<file path="config.mk">
export PLATFORM = sky130hd
export DESIGN_NAME = pipeline_ctrl
export DESIGN_NICKNAME = d
export VERILOG_FILES = /design/src/rtl/pipeline_ctrl_pkg.sv /design/src/rtl/pipeline_ctrl_pause_encoder.sv /design/src/rtl/pipeline_ctrl.sv
export SDC_FILE = /design/constraint.sdc
export NUM_CORES = 1
export LEC_CHECK = 0
export BUFFER_PORTS_ARGS = -buffer_cell sky130_fd_sc_hd__buf_2
export CORE_UTILIZATION = 51
export DETAILED_ROUTE_END_ITERATION = 8
export PLACE_DENSITY = 0.95
export SLEW_MARGIN = 10
export SYNTH_ARGS = -nofsm -noshare
export SYNTH_HDL_FRONTEND = slang
export SYNTH_HIERARCHICAL = 1
export SYNTH_SLANG_ARGS = --single-unit
export TNS_END_PERCENT = 10
</file>
<file path="constraint.sdc">
create_clock -name clk -period 4.9 [get_ports clk]
set_clock_uncertainty 0.05 [all_clocks]
set_input_delay 0.98 -clock clk [delete_from_list [all_inputs] [get_ports clk]]
set_output_delay 0.98 -clock clk [all_outputs]
set_load 0.005 [all_outputs]
</file>
<file path="src/rtl/pipeline_ctrl_pkg.sv">
// -----------------------------------------------------------------------------
// pipeline_ctrl_pkg
//   Shared definitions for the pipeline stall/flush controller:
//     - pause vector bit indices (PC, IF, ID, EX, MEM, WB)
//     - controller state encoding (2 bits)
//     - reset PC and default exception drain length
// -----------------------------------------------------------------------------
package pipeline_ctrl_pkg;

    // Bit positions inside the pause[5:0] vector, one per pipeline register.
    localparam int PAUSE_PC  = 0;
    localparam int PAUSE_IF  = 1;
    localparam int PAUSE_ID  = 2;
    localparam int PAUSE_EX  = 3;
    localparam int PAUSE_MEM = 4;
    localparam int PAUSE_WB  = 5;
    localparam int PAUSE_W   = 6;

    // PC value presented while in reset and the initial pending PC.
    localparam logic [31:0] RESET_PC = 32'h1C00_0000;

    // Cycles fetch is held after an exception flush (legal range 1..15).
    localparam int DEFAULT_FLUSH_HOLD = 2;
    localparam int HOLD_CNT_W         = 4;

    typedef enum logic [1:0] {
        ST_RUN        = 2'd0,
        ST_REDIR_PEND = 2'd1,
        ST_EXC_HOLD   = 2'd2
    } ctrl_state_t;

endpackage

</file>
<file path="src/rtl/pipeline_ctrl_pause_encoder.sv">
// -----------------------------------------------------------------------------
// pause_encoder
//   Merges the per-stage stall requests into the pause vector. The highest
//   requesting stage wins and freezes itself plus every stage in front of it,
//   which yields a thermometer code. The hold flag additionally freezes PC and
//   IF (used while the pipeline drains after an exception).
//
// Ports
//   stall_req_if  : I-cache miss / fetch not ready
//   stall_req_id  : load-use hazard
//   stall_req_ex  : multi-cycle mul/div busy
//   stall_req_mem : D-cache miss
//   hold          : force PC and IF paused
//   pause[5:0]    : per-stage hold vector (bit 0 PC .. bit 5 WB)
// -----------------------------------------------------------------------------
module pause_encoder
    import pipeline_ctrl_pkg::*;
(
    input  logic               stall_req_if,
    input  logic               stall_req_id,
    input  logic               stall_req_ex,
    input  logic               stall_req_mem,
    input  logic               hold,
    output logic [PAUSE_W-1:0] pause
);

    logic any_stall;

    assign any_stall = stall_req_if | stall_req_id | stall_req_ex | stall_req_mem;

    // Each bit is set when the requesting stage is at or beyond that stage.
    // WB never stalls: a stage is only paused by itself or a later stage, and
    // nothing sits after WB.
    always_comb begin
        pause            = '0;
        pause[PAUSE_PC]  = any_stall | hold;
        pause[PAUSE_IF]  = any_stall | hold;
        pause[PAUSE_ID]  = stall_req_id | stall_req_ex | stall_req_mem;
        pause[PAUSE_EX]  = stall_req_ex | stall_req_mem;
        pause[PAUSE_MEM] = stall_req_mem;
        pause[PAUSE_WB]  = 1'b0;
    end

endmodule

</file>
<file path="src/rtl/pipeline_ctrl.sv">
// -----------------------------------------------------------------------------
// pipeline_ctrl
//   Central stall/flush controller for the six-stage pipeline. Produces the
//   pause vector, the branch and exception flushes and the PC redirect. A
//   small FSM remembers a branch redirect that resolved while fetch was
//   stalled (REDIR_PEND) and holds fetch for FLUSH_HOLD cycles after an
//   exception (EXC_HOLD).
//
//   All outputs are combinational from the inputs and the registered state,
//   so a redirect or flush takes effect in the cycle its cause is seen.
//   Priority: exception > pending/new branch > stalls.
//
// Parameters
//   FLUSH_HOLD       : cycles fetch is held after an exception (1..15)
//
// Ports
//   clk, rst         : clock, synchronous active-high reset
//   stall_req_*      : per-stage stall requests (if, id, ex, mem)
//   branch_valid     : EX resolved a mispredicted branch this cycle
//   branch_target    : correct-path PC for that branch
//   exception_valid  : commit raised an exception or ertn
//   exception_target : handler / era PC
//   pause[5:0]       : per-stage hold vector
//   branch_flush     : kill IF/ID and ID/EX contents
//   exception_flush  : kill all pipeline registers
//   redirect_valid   : load redirect_pc into PC this cycle
//   redirect_pc      : redirect address
//   fsm_state        : current controller state (observation only)
// -----------------------------------------------------------------------------
module pipeline_ctrl
    import pipeline_ctrl_pkg::*;
#(
    parameter int FLUSH_HOLD = DEFAULT_FLUSH_HOLD
) (
    input  logic               clk,
    input  logic               rst,
    input  logic               stall_req_if,
    input  logic               stall_req_id,
    input  logic               stall_req_ex,
    input  logic               stall_req_mem,
    input  logic               branch_valid,
    input  logic [31:0]        branch_target,
    input  logic               exception_valid,
    input  logic [31:0]        exception_target,
    output logic [PAUSE_W-1:0] pause,
    output logic               branch_flush,
    output logic               exception_flush,
    output logic               redirect_valid,
    output logic [31:0]        redirect_pc,
    output logic [1:0]         fsm_state
);

    localparam logic [HOLD_CNT_W-1:0] HOLD_LOAD = HOLD_CNT_W'(FLUSH_HOLD);

    ctrl_state_t             state;
    logic [31:0]             pend_pc;
    logic [HOLD_CNT_W-1:0]   hold_cnt;
    logic [PAUSE_W-1:0]      stall_pause;
    logic                    in_hold;

    assign in_hold   = (state == ST_EXC_HOLD);
    assign fsm_state = state;

    pause_encoder u_pause_encoder (
        .stall_req_if  (stall_req_if),
        .stall_req_id  (stall_req_id),
        .stall_req_ex  (stall_req_ex),
        .stall_req_mem (stall_req_mem),
        .hold          (in_hold),
        .pause         (stall_pause)
    );

    // Output decode. Reset forces everything quiet; an exception wins over
    // any branch activity and releases the pause vector so the flush can
    // clear every register in the same cycle.
    always_comb begin
        pause           = '0;
        branch_flush    = 1'b0;
        exception_flush = 1'b0;
        redirect_valid  = 1'b0;
        redirect_pc     = pend_pc;

        if (rst) begin
            redirect_pc = RESET_PC;
        end else if (exception_valid) begin
            exception_flush = 1'b1;
            redirect_valid  = 1'b1;
            redirect_pc     = exception_target;
        end else begin
            pause = stall_pause;
            case (state)
                ST_RUN: begin
                    // While EX itself is frozen the branch will be presented
                    // again, so it is only acted on once EX is moving.
                    if (branch_valid && !stall_pause[PAUSE_EX]) begin
                        branch_flush = 1'b1;
                        if (!stall_pause[PAUSE_PC]) begin
                            redirect_valid = 1'b1;
                            redirect_pc    = branch_target;
                        end
                    end
                end
                ST_REDIR_PEND: begin
                    // Keep squashing wrong-path fetches until PC can load.
                    branch_flush = 1'b1;
                    if (!stall_pause[PAUSE_PC]) begin
                        redirect_valid = 1'b1;
                        redirect_pc    = pend_pc;
                    end
                end
                default: begin
                    // EXC_HOLD: fetch hold is already folded into stall_pause.
                end
            endcase
        end
    end

    // Controller FSM with the pending PC and drain counter.
    always_ff @(posedge clk) begin
        if (rst) begin
            state    <= ST_RUN;
            pend_pc  <= RESET_PC;
            hold_cnt <= '0;
        end else if (exception_valid) begin
            // Any state: abandon pending work and (re)start the drain.
            state    <= ST_EXC_HOLD;
            hold_cnt <= HOLD_LOAD;
        end else begin
            case (state)
                ST_RUN: begin
                    if (branch_valid && !stall_pause[PAUSE_EX] && stall_pause[PAUSE_PC]) begin
                        pend_pc <= branch_target;
                        state   <= ST_REDIR_PEND;
                    end
                end
                ST_REDIR_PEND: begin
                    if (!stall_pause[PAUSE_PC]) begin
                        state <= ST_RUN;
                    end
                end
                ST_EXC_HOLD: begin
                    // The cycle that sees a count of 1 is the last hold cycle.
                    if (hold_cnt <= HOLD_CNT_W'(1)) begin
                        state    <= ST_RUN;
                        hold_cnt <= '0;
                    end else begin
                        hold_cnt <= hold_cnt - HOLD_CNT_W'(1);
                    end
                end
                default: begin
                    state <= ST_RUN;
                end
            endcase
        end
    end

endmodule

</file>
==> impl_metrics.toml, run 1 <==
[place]
gp_congestion = 0.904
dp_hpwl_um = 4670
io_buffers = 113

[layout]
syn_to_final_growth_pct = 25.1
n_antenna_cell = 0
final_nets = 518
utilization_pct = 66.0
final_common_cell = "buf_2"
layout-drive-gt1-share_pct = 30.1
layout_common_cells = "buf_2 (113), o21ai_0 (58), nand3_1 (58)"

[synthesis]
yosysWarnings = 6
synth_area_leaders = "dfxtp_1 (31%), nand3_1 (12%), o21ai_0 (12%), a311oi_1 (10%), a21oi_1 (7.2%)"
netlist_instances = 359
synth.avg_cell_area_um2 = 6.94
yosysTopAreaCell = "dfxtp_1"
synth_top_area_share_pct = 30.5
ys_ff_latch = 38
synth.distinct_cells = 34
syn-num-nets = 433
synthesis.area_um2 = 2490
yosysSeqAreaShare_pct = 30.5

[cts]
htree_levels = 2
clkTransAtPathRegs_ns = 0.07
cts.repair.resized = 0
hold_buffers = 0
clk_latency_ns = 0.28
post_cts_buffers = 0
cts-root-buf = "clkbuf_8"
clk_path_buf_depth = 2
cts_tree = "yes"
cts.sinks = 38
cts-buffers-inserted = 5

[floorplan]
start_util_pct = 52.8
num_rows = 25
die_x_um = 71.9
core_area_um2 = 4720
ios = 115
die-height_um = 71.9
die-area_um2 = 5170

[sta]
fin_setup_tns_ns = 0
max_freq_mhz = 243
finalHoldViolCount = 0
worst_pin_slew_ns = 0.904
rsz0062_at_grt = "no"
period_needed_ns = 4.11
drv_slew = 0
whs_ns = 0.424
min_period_over_period_pct = 83.9
finalSetupViolations = 0
relSlewSlack_pct = 39.8

[setup_path]
regToRegSetupSlack_ns = 2.27
critical-path-slowest-cell = "or3_4"
critPathMaxStageDelay_ns = 0.37
ff2ff_path_depth = 7
critPathRequiredTime_ns = 3.87
crit_type = "input pin to output port"
worstPathCellList = "buf_2 -> or3_4 -> or3_1 -> buf_4 -> inv_1 -> buf_4 -> nand3_1 -> a311oi_1 -> buf_2"
cp_data_arrival_time_ns = 3.08
setup.worst_path.start_class = "input pin"
crit_path_end_kind = "output port"
crit_fanout = 36

[global_routing]
first_global_vias = 2453
grt_usage_pct = 25.8
overflow = 0
grt_start_max_net_pins = 64
grt_first_pass_wirelength_um = 10800
antenna_found_initial = 0

[routing]
first_pass_iters = 4
wl_per_cell_um = 13.3
routed_via_density = 5.70
wl_um = 6790
drc = 0
drt_iter0_drc = 150
vias = 2916
ant_nets = 0

[power_and_ir_drop]
ir_drop_mv = 0.159
powerDensity_nw_per_um2 = 215
power.leakage_nw = 1.22

[worst_hold_path]
hold_class = "flip-flop to flip-flop"
hold_path_depth = 2

[flow_run]
maxCapViolations = 0

[outcome]
status = "finished, final reports clean"
[state kept, by name (all words and copies together), names as in the netlist]
name and flops:
fsm_state 2, hold_cnt 4, pend_pc 32
[critical path, delay by kind of cell]
kind                   cells  cell delay [ns]
buffers and inverters      5             0.92
AOI/OAI and AO/OA          1             0.36
and+or+nand+nor            3             0.82
[power by group]
| part | leakage [nW] | internal (mW) | switching [mW] |
|---|---|---|---|
| clock network | 0.0482 | 0.113 | 0.102 |
| logic | 0.869 | 0.0574 | 0.0790 |
| registers | 0.308 | 0.315 | 0.00451 |
[layer usage]
layer | GRT usage, % | vias to the layer above | share of wire [%]
met3 | 3.33 | 6 | 5.8
met2 | 47.6 | 110 | 49
met1 | 31.1 | 1309 | 44
li1 | - | 1491 | -
met5 | 0 | - | 0
met4 | 8.06 | 0 | 0.93
[through the flow]
step                      area (um^2)  setup WS, ns  cells  total power [mW]
after global placement           3030         0.877    504             0.459
after CTS                        3120         0.797    512             0.677
after global routing             3120         0.670    512             0.702
after detailed placement         3030         0.795    504             0.462
final                            3120         0.788    512             0.672
after floorplan                  2490          1.28    359             0.402
[cell families (layout without fill, tap and decap cells)]
logic type	after synthesis	after routing	synth area share, %
AOI/OAI and AO/OA	136	136	33.1
and+or+nand+nor	129	129	26.4
buffers and inverters	53	139	8.83
DFF	38	38	30.5
adders and majority gates	2	2	1.00
other	1	1	0.150
[area by class of cell]
type | instances | area (um^2)
multi-input combinational | 268 | 1510
timing repair buffer | 122 | 633
tap | 67 | 83.8
sequential | 38 | 761
clock buffer | 7 | 86.3
fill | 429 | 1610
inverter | 9 | 33.8
clock inverter | 1 | 5.00
[path summary, 6_finish.rpt]
| check | startpoint | to |
|---|---|---|
| setup / recovery | stall_req_id | redirect_pc[21] |
| hold / removal | pend_pc[2] | pend_pc[2] |
| setup reg to reg | fsm_state[0] | pend_pc[24] |
| hold reg to reg | pend_pc[2] | pend_pc[2] |
[synthesized netlist by cell type, drive strengths merged]
master and instances:
inv 8, nand4b 2, and2 5, nor4b 1
clkinv 1, dfxtp 38, conb 1, or4b 1
clkbuf 32, nor2 36, ha 2, o311ai 2
a21oi 36, nor3 8, a211o 3, o31ai 1
nand2b 3, o21ai 60, nand2 3, a211oi 3
buf 12, nand3 58, or2 2, nor2b 2
o211ai 1, o41ai 1, a311oi 29, or3 5
and3 3
(Power assumes the default switching activity.)
==> run 2, diff against run 1 <==
ABC_AREA = 1   (was default)
CORE_UTILIZATION = 43   (was 51)
PLACE_DENSITY = 0.87   (was 0.95)
clock period = 3.46 ns   (was 4.9 ns; I/O delays follow)
==> run 2 against run 1 <==
  * Via count increased by 5.3%
  * Synthesized cell count up 35%
  * Sequential share of layout area fell by 1.5 points
  * Wire length down 1.5%
  * First-iteration DRC count is 2.7% lower
  * Core utilization shrank 9.9 points
  * Combinational power grew 46%
  * Count of clock-buffer cells in the layout unchanged
  * Critical path depth rose by 3
  * Global-route usage down 4.6 points
  * Worst setup slack worse by 0.28 ns
  * Clock power is 31% higher
==> impl_metrics.toml, run 2 <==
[power_and_ir_drop]
power.leakage_nw = 2.20
powerDensity_nw_per_um2 = 282
ir_drop_mv = 0.131
total_power_uw = 936

[synthesis]
ys.flop_type = "dfxtp_1"
yosysTopAreaCell = "dfxtp_1"
syn-num-nets = 560
synth_edf_count = 0
yosysSeqAreaShare_pct = 29.0
synth_area_leaders = "dfxtp_1 (29%), nand2_1 (25%), nand3_1 (13%), inv_1 (11%), nor2_1 (11%)"
synthArstFlopShare_pct = 0
netlist_instances = 486
synthesis.area_um2 = 2630
yosysMostFrequentCell = "nand2_1"
synth.avg_cell_area_um2 = 5.40
ys_top_cells_by_count = "nand2_1 (174), inv_1 (78), nor2_1 (74)"
synth_top_area_share_pct = 29.0
ys_ff_latch = 38
synth.distinct_cells = 22
yosysWarnings = 6

[layout]
n_antenna_cell = 0
instances_no_fill = 663
layout-drive-gt1-share_pct = 23.0
largest_register_ffs = 32
top_register = "pend_pc"
final_nets = 662
final_common_cell = "nand2_1"
syn_to_final_growth_pct = 26.4
layout_common_cells = "nand2_1 (174), buf_2 (113), inv_1 (78)"

[floorplan]
die-area_um2 = 6420
core_area_um2 = 5920
ios = 115
die_x_um = 80.2
num_rows = 28
start_util_pct = 44.4
die-height_um = 80.2

[sta]
rsz0062_at_grt = "no"
max_freq_mhz = 339
period_needed_ns = 2.95
min_period_over_period_pct = 85.3
finalSetupViolations = 0
fin_setup_tns_ns = 0
worst_pin_slew_ns = 0.505
relSlewSlack_pct = 66.2
drv_slew = 0
finalHoldViolCount = 0

[setup_path]
crit_family = "buffers and inverters"
worstPathCellList = "inv_1 -> nand2_1 -> inv_1 -> nor2_1 -> nand3_1 -> inv_2 -> buf_4 -> nand4_1 -> nand3_1 -> nand2_1 -> inv_1 -> buf_2"
critical-path-slowest-cell = "dfxtp_1"
critPathMaxStageDelay_ns = 0.40
crit_path_end_kind = "output port"
cpMostUsedCell = "inv_1"
crit_type = "flip-flop to output port"
cp_data_arrival_time_ns = 2.21
crit_fanout = 20
setup.worst_path.start_class = "flip-flop"
regToRegSetupSlack_ns = 1.14
path_buf_inv = 6
crit_path_start = "fsm_state[0]"
critPathRequiredTime_ns = 2.72
reg2reg_to = "pend_pc[17]"
reg2reg_from = "fsm_state[0]"
ff2ff_path_depth = 12

[outcome]
status = "finished, final reports clean"

[cts]
cts.sinks = 38
cts-root-buf = "clkbuf_8"
hold_buffers = 0
post_cts_buffers = 0
clk_path_buf_depth = 2
cts-buffers-inserted = 5
htree_levels = 2
clkTransAtPathRegs_ns = 0.07
cts_tree = "yes"
cts.repair.resized = 0
clk_latency_ns = 0.28

[routing]
ant_nets = 0
vias = 3071
wl_um = 6690
drt_iter0_drc = 146
first_pass_iters = 4
routed_via_density = 4.63
drc = 0
wl_per_cell_um = 10.1

[global_routing]
grt_start_max_net_pins = 33
grt_first_pass_wirelength_um = 10900
first_global_vias = 2704
antenna_found_initial = 0
grt_usage_pct = 21.2
overflow = 0

[worst_hold_path]
hold_path_depth = 2
worstHoldStart = "pend_pc[26]"
whs_endpoint = "pend_pc[26]"
hold_class = "flip-flop to flip-flop"

[flow_run]
maxCapViolations = 0

[place]
io_buffers = 113
dp_cells = 656
gp_congestion = 0.754
dp_hpwl_um = 4870
==> run 2: logic make-up after synthesis <==
| logic type | Yosys count | share of synthesized area (%) |
|---|---|---|
| simple gates | 327 | 51.4 |
| buf+inv | 108 | 16.5 |
| flops | 38 | 29.0 |
| compound gates | 9 | 1.71 |
| fa+ha+maj | 2 | 0.953 |
| xor+xnor | 1 | 0.334 |
| other cells | 1 | 0.143 |
==> run 2: tightest hold or removal path: stages (launching register included) <==
cell	delay, ns
dfxtp_1	0.33
nand2_1	0.05
nand3_1	0.07
==> run 2: cell type report <==
cell class                      count  area (um^2)
Clock buffer                        7         76.3
Fill cell                         619         2600
Inverter                           80          300
Multi-Input combinational cell    340         1440
Sequential cell                    38          761
Tap cell                           75         93.8
Timing Repair Buffer              123          653
==> run 2: power breakdown <==
part / switching [mW] / total [mW] / internal (mW)
Clock: 0.142 / 0.281 / 0.139
Combinational: 0.113 / 0.198 / 0.0842
Sequential: 0.00622 / 0.458 / 0.452
==> run 2: worst max-delay path by stage <==
| stage | to | slack [ns] | depth (start not counted) |
|---|---|---|---|
| after floorplan | redirect_pc[26] | 1.07 | 8 |
| after global placement | redirect_pc[21] | 0.61 | 10 |
| after detailed placement | redirect_pc[21] | 0.59 | 10 |
| after CTS | redirect_pc[27] | 0.49 | 12 |
| after global routing | redirect_pc[27] | 0.24 | 12 |
| final | redirect_pc[27] | 0.51 | 12 |
==> run 2: metrics by stage <==
step	hold WS, ns	util (%)	setup WS, ns	cell area, um^2
2_1_floorplan	0.392	-	1.07	2630
3_3_place_gp	0.403	54.8	0.615	3240
3_5_place_dp	0.408	54.8	0.594	3240
4_1_cts	0.427	56.1	0.485	3320
5_1_grt	0.450	56.1	0.242	3320
6_report	0.429	56.1	0.508	3320
==> run 2: layer usage <==
| metal | wire length, um | vias up | track usage [%] |
|---|---|---|---|
| li1 | - | 1636 | - |
| met4 | 79 | 0 | 6.96 |
| met2 | 3270 | 87 | 39.7 |
| met3 | 351 | 7 | 3.30 |
| met5 | 0 | - | 0 |
| met1 | 2990 | 1341 | 24.3 |
==> run 3, diff against run 2 <==
CORE_ASPECT_RATIO = 0.8   (was default)
CORE_UTILIZATION = 30   (was 43)
PLACE_DENSITY = 0.67   (was 0.87)
==> run 3 against run 2 <==
  * Global-route usage fell by 4.8 points
  * Sequential cell count did not move
  * Critical endpoint unchanged
  * Non-clock buffer count did not move
  * Die area rose by 42%
  * Worst setup slack got worse by 0.060 ns
  * First-iteration DRC count fell by 38%
  * Combinational power barely moved
  * Critical path depth rose by 1
  * Core utilization fell by 16 points
  * Sequential share of layout area fell by 0.50 points
  * Final cell count rose by 5.7%
  * Wire length rose by 7.8%
==> impl_metrics.toml, run 3 (synthesis results as in run 2) <==
[cts]
clk_latency_ns = 0.29
clk_path_buf_depth = 2
clkTransAtPathRegs_ns = 0.08
cts.repair.resized = 0
hold_buffers = 0
cts-buffers-inserted = 5
cts-root-buf = "clkbuf_8"
cts_tree = "yes"
htree_levels = 2
post_cts_buffers = 0
cts.sinks = 38

[layout]
layout_common_cells = "nand2_1 (174), buf_2 (113), inv_1 (78)"
fill_cells = 969
fin_area_um2 = 3390
syn_to_final_growth_pct = 29.2
largest_register_ffs = 32
final_common_cell = "nand2_1"
instances_no_fill = 701
n_antenna_cell = 0
layout-drive-gt1-share_pct = 23.3
final_nets = 662
utilization_pct = 40.0
seq_area_um2 = 761
top_register = "pend_pc"
multi_input_area_um2 = 1440

[global_routing]
grt_start_max_net_pins = 34
grt_first_pass_wirelength_um = 12200
first_global_vias = 2733
overflow = 0
grt_usage_pct = 16.4
antenna_found_initial = 0

[sta]
min_period_over_period_pct = 87.0
setup_ws_ns = 0.449
period_needed_ns = 3.01
fin_setup_tns_ns = 0
worst_pin_slew_ns = 0.572
max_freq_mhz = 332
rsz0062_at_grt = "no"
drv_slew = 0
whs_ns = 0.429
finalHoldViolCount = 0
finalSetupViolations = 0
relSlewSlack_pct = 61.7

[power_and_ir_drop]
powerDensity_nw_per_um2 = 287
total_power_uw = 972
ir_drop_mv = 0.136
power.leakage_nw = 2.22

[routing]
drt_iter0_drc = 91
first_pass_iters = 4
vias = 3071
routed_via_density = 4.38
wl_um = 7210
wl_per_cell_um = 10.3
ant_nets = 0
drc = 0

[setup_path]
crit_path_end_kind = "output port"
crit_type = "flip-flop to output port"
crit_fanout = 22
setup.worst_path.start_class = "flip-flop"
cp_data_arrival_time_ns = 2.27
critPathRequiredTime_ns = 2.72

[floorplan]
die-height_um = 85.7
core_area_um2 = 8480
die_x_um = 107
die-area_um2 = 9130
ios = 115
start_util_pct = 31.0
num_rows = 30

[place]
gp_congestion = 0.759
io_buffers = 113
dp_cells = 693
dp_hpwl_um = 5230
place_area_um2 = 3300
post-place-ws_ns = 0.574

[flow_run]
maxCapViolations = 0

[outcome]
status = "finished, final reports clean"

[worst_hold_path]
hold_class = "flip-flop to flip-flop"
run 3: cell count changes in the layout (fill, tap and decap cells not counted):
cell      before  now
buf_4          9    8
clkinv_2       0    1
clkbuf_8       5    6
clkbuf_1       2    1
buf_12         1    2
run 3: final cells by class:
class,count,share of cell area [%]
Clock buffer,7,2.54
Clock inverter,1,0.147
Inverter,80,8.85
Multi-Input combinational cell,340,42.3
Sequential cell,38,22.4
Tap cell,112,4.13
Timing Repair Buffer,123,19.6
run 3: critical path, cell delays in order (launching register included):
cell and delay [ns]:
dfxtp_1 0.40, inv_1 0.08, nand2_1 0.17, inv_1 0.06, nor2_1 0.09, nand3_1 0.11
inv_2 0.33, nand3_1 0.15, buf_4 0.22, nand2_1 0.07, nand3_1 0.08, nand2_1 0.07
inv_1 0.03, buf_2 0.11
run 3: worst paths after layout:
path | cells after the start | start | slack, ns | end
worst max-delay path | 13 | fsm_state[0] | 0.45 | redirect_pc[27]
worst min-delay path | 2 | pend_pc[28] | 0.43 | pend_pc[28]
worst max register to register | 12 | fsm_state[0] | 1.06 | pend_pc[29]
worst min register to register | 2 | pend_pc[28] | 0.43 | pend_pc[28]
run 3: power by group:
| group | switching, mW | internal, mW |
|---|---|---|
| registers | 0.00617 | 0.452 |
| logic | 0.115 | 0.0853 |
| clock network | 0.153 | 0.161 |
| total | 0.275 | 0.698 |
run 3: routing by layer:
| layer | routed length [um] | up-vias | track usage [%] |
|---|---|---|---|
| li1 | - | 1638 | - |
| met1 | 3500 | 1335 | 21.4 |
| met2 | 3210 | 90 | 27.7 |
| met3 | 442 | 8 | 3.42 |
| met4 | 56 | 0 | 3.99 |
| met5 | 0 | - | 0 |
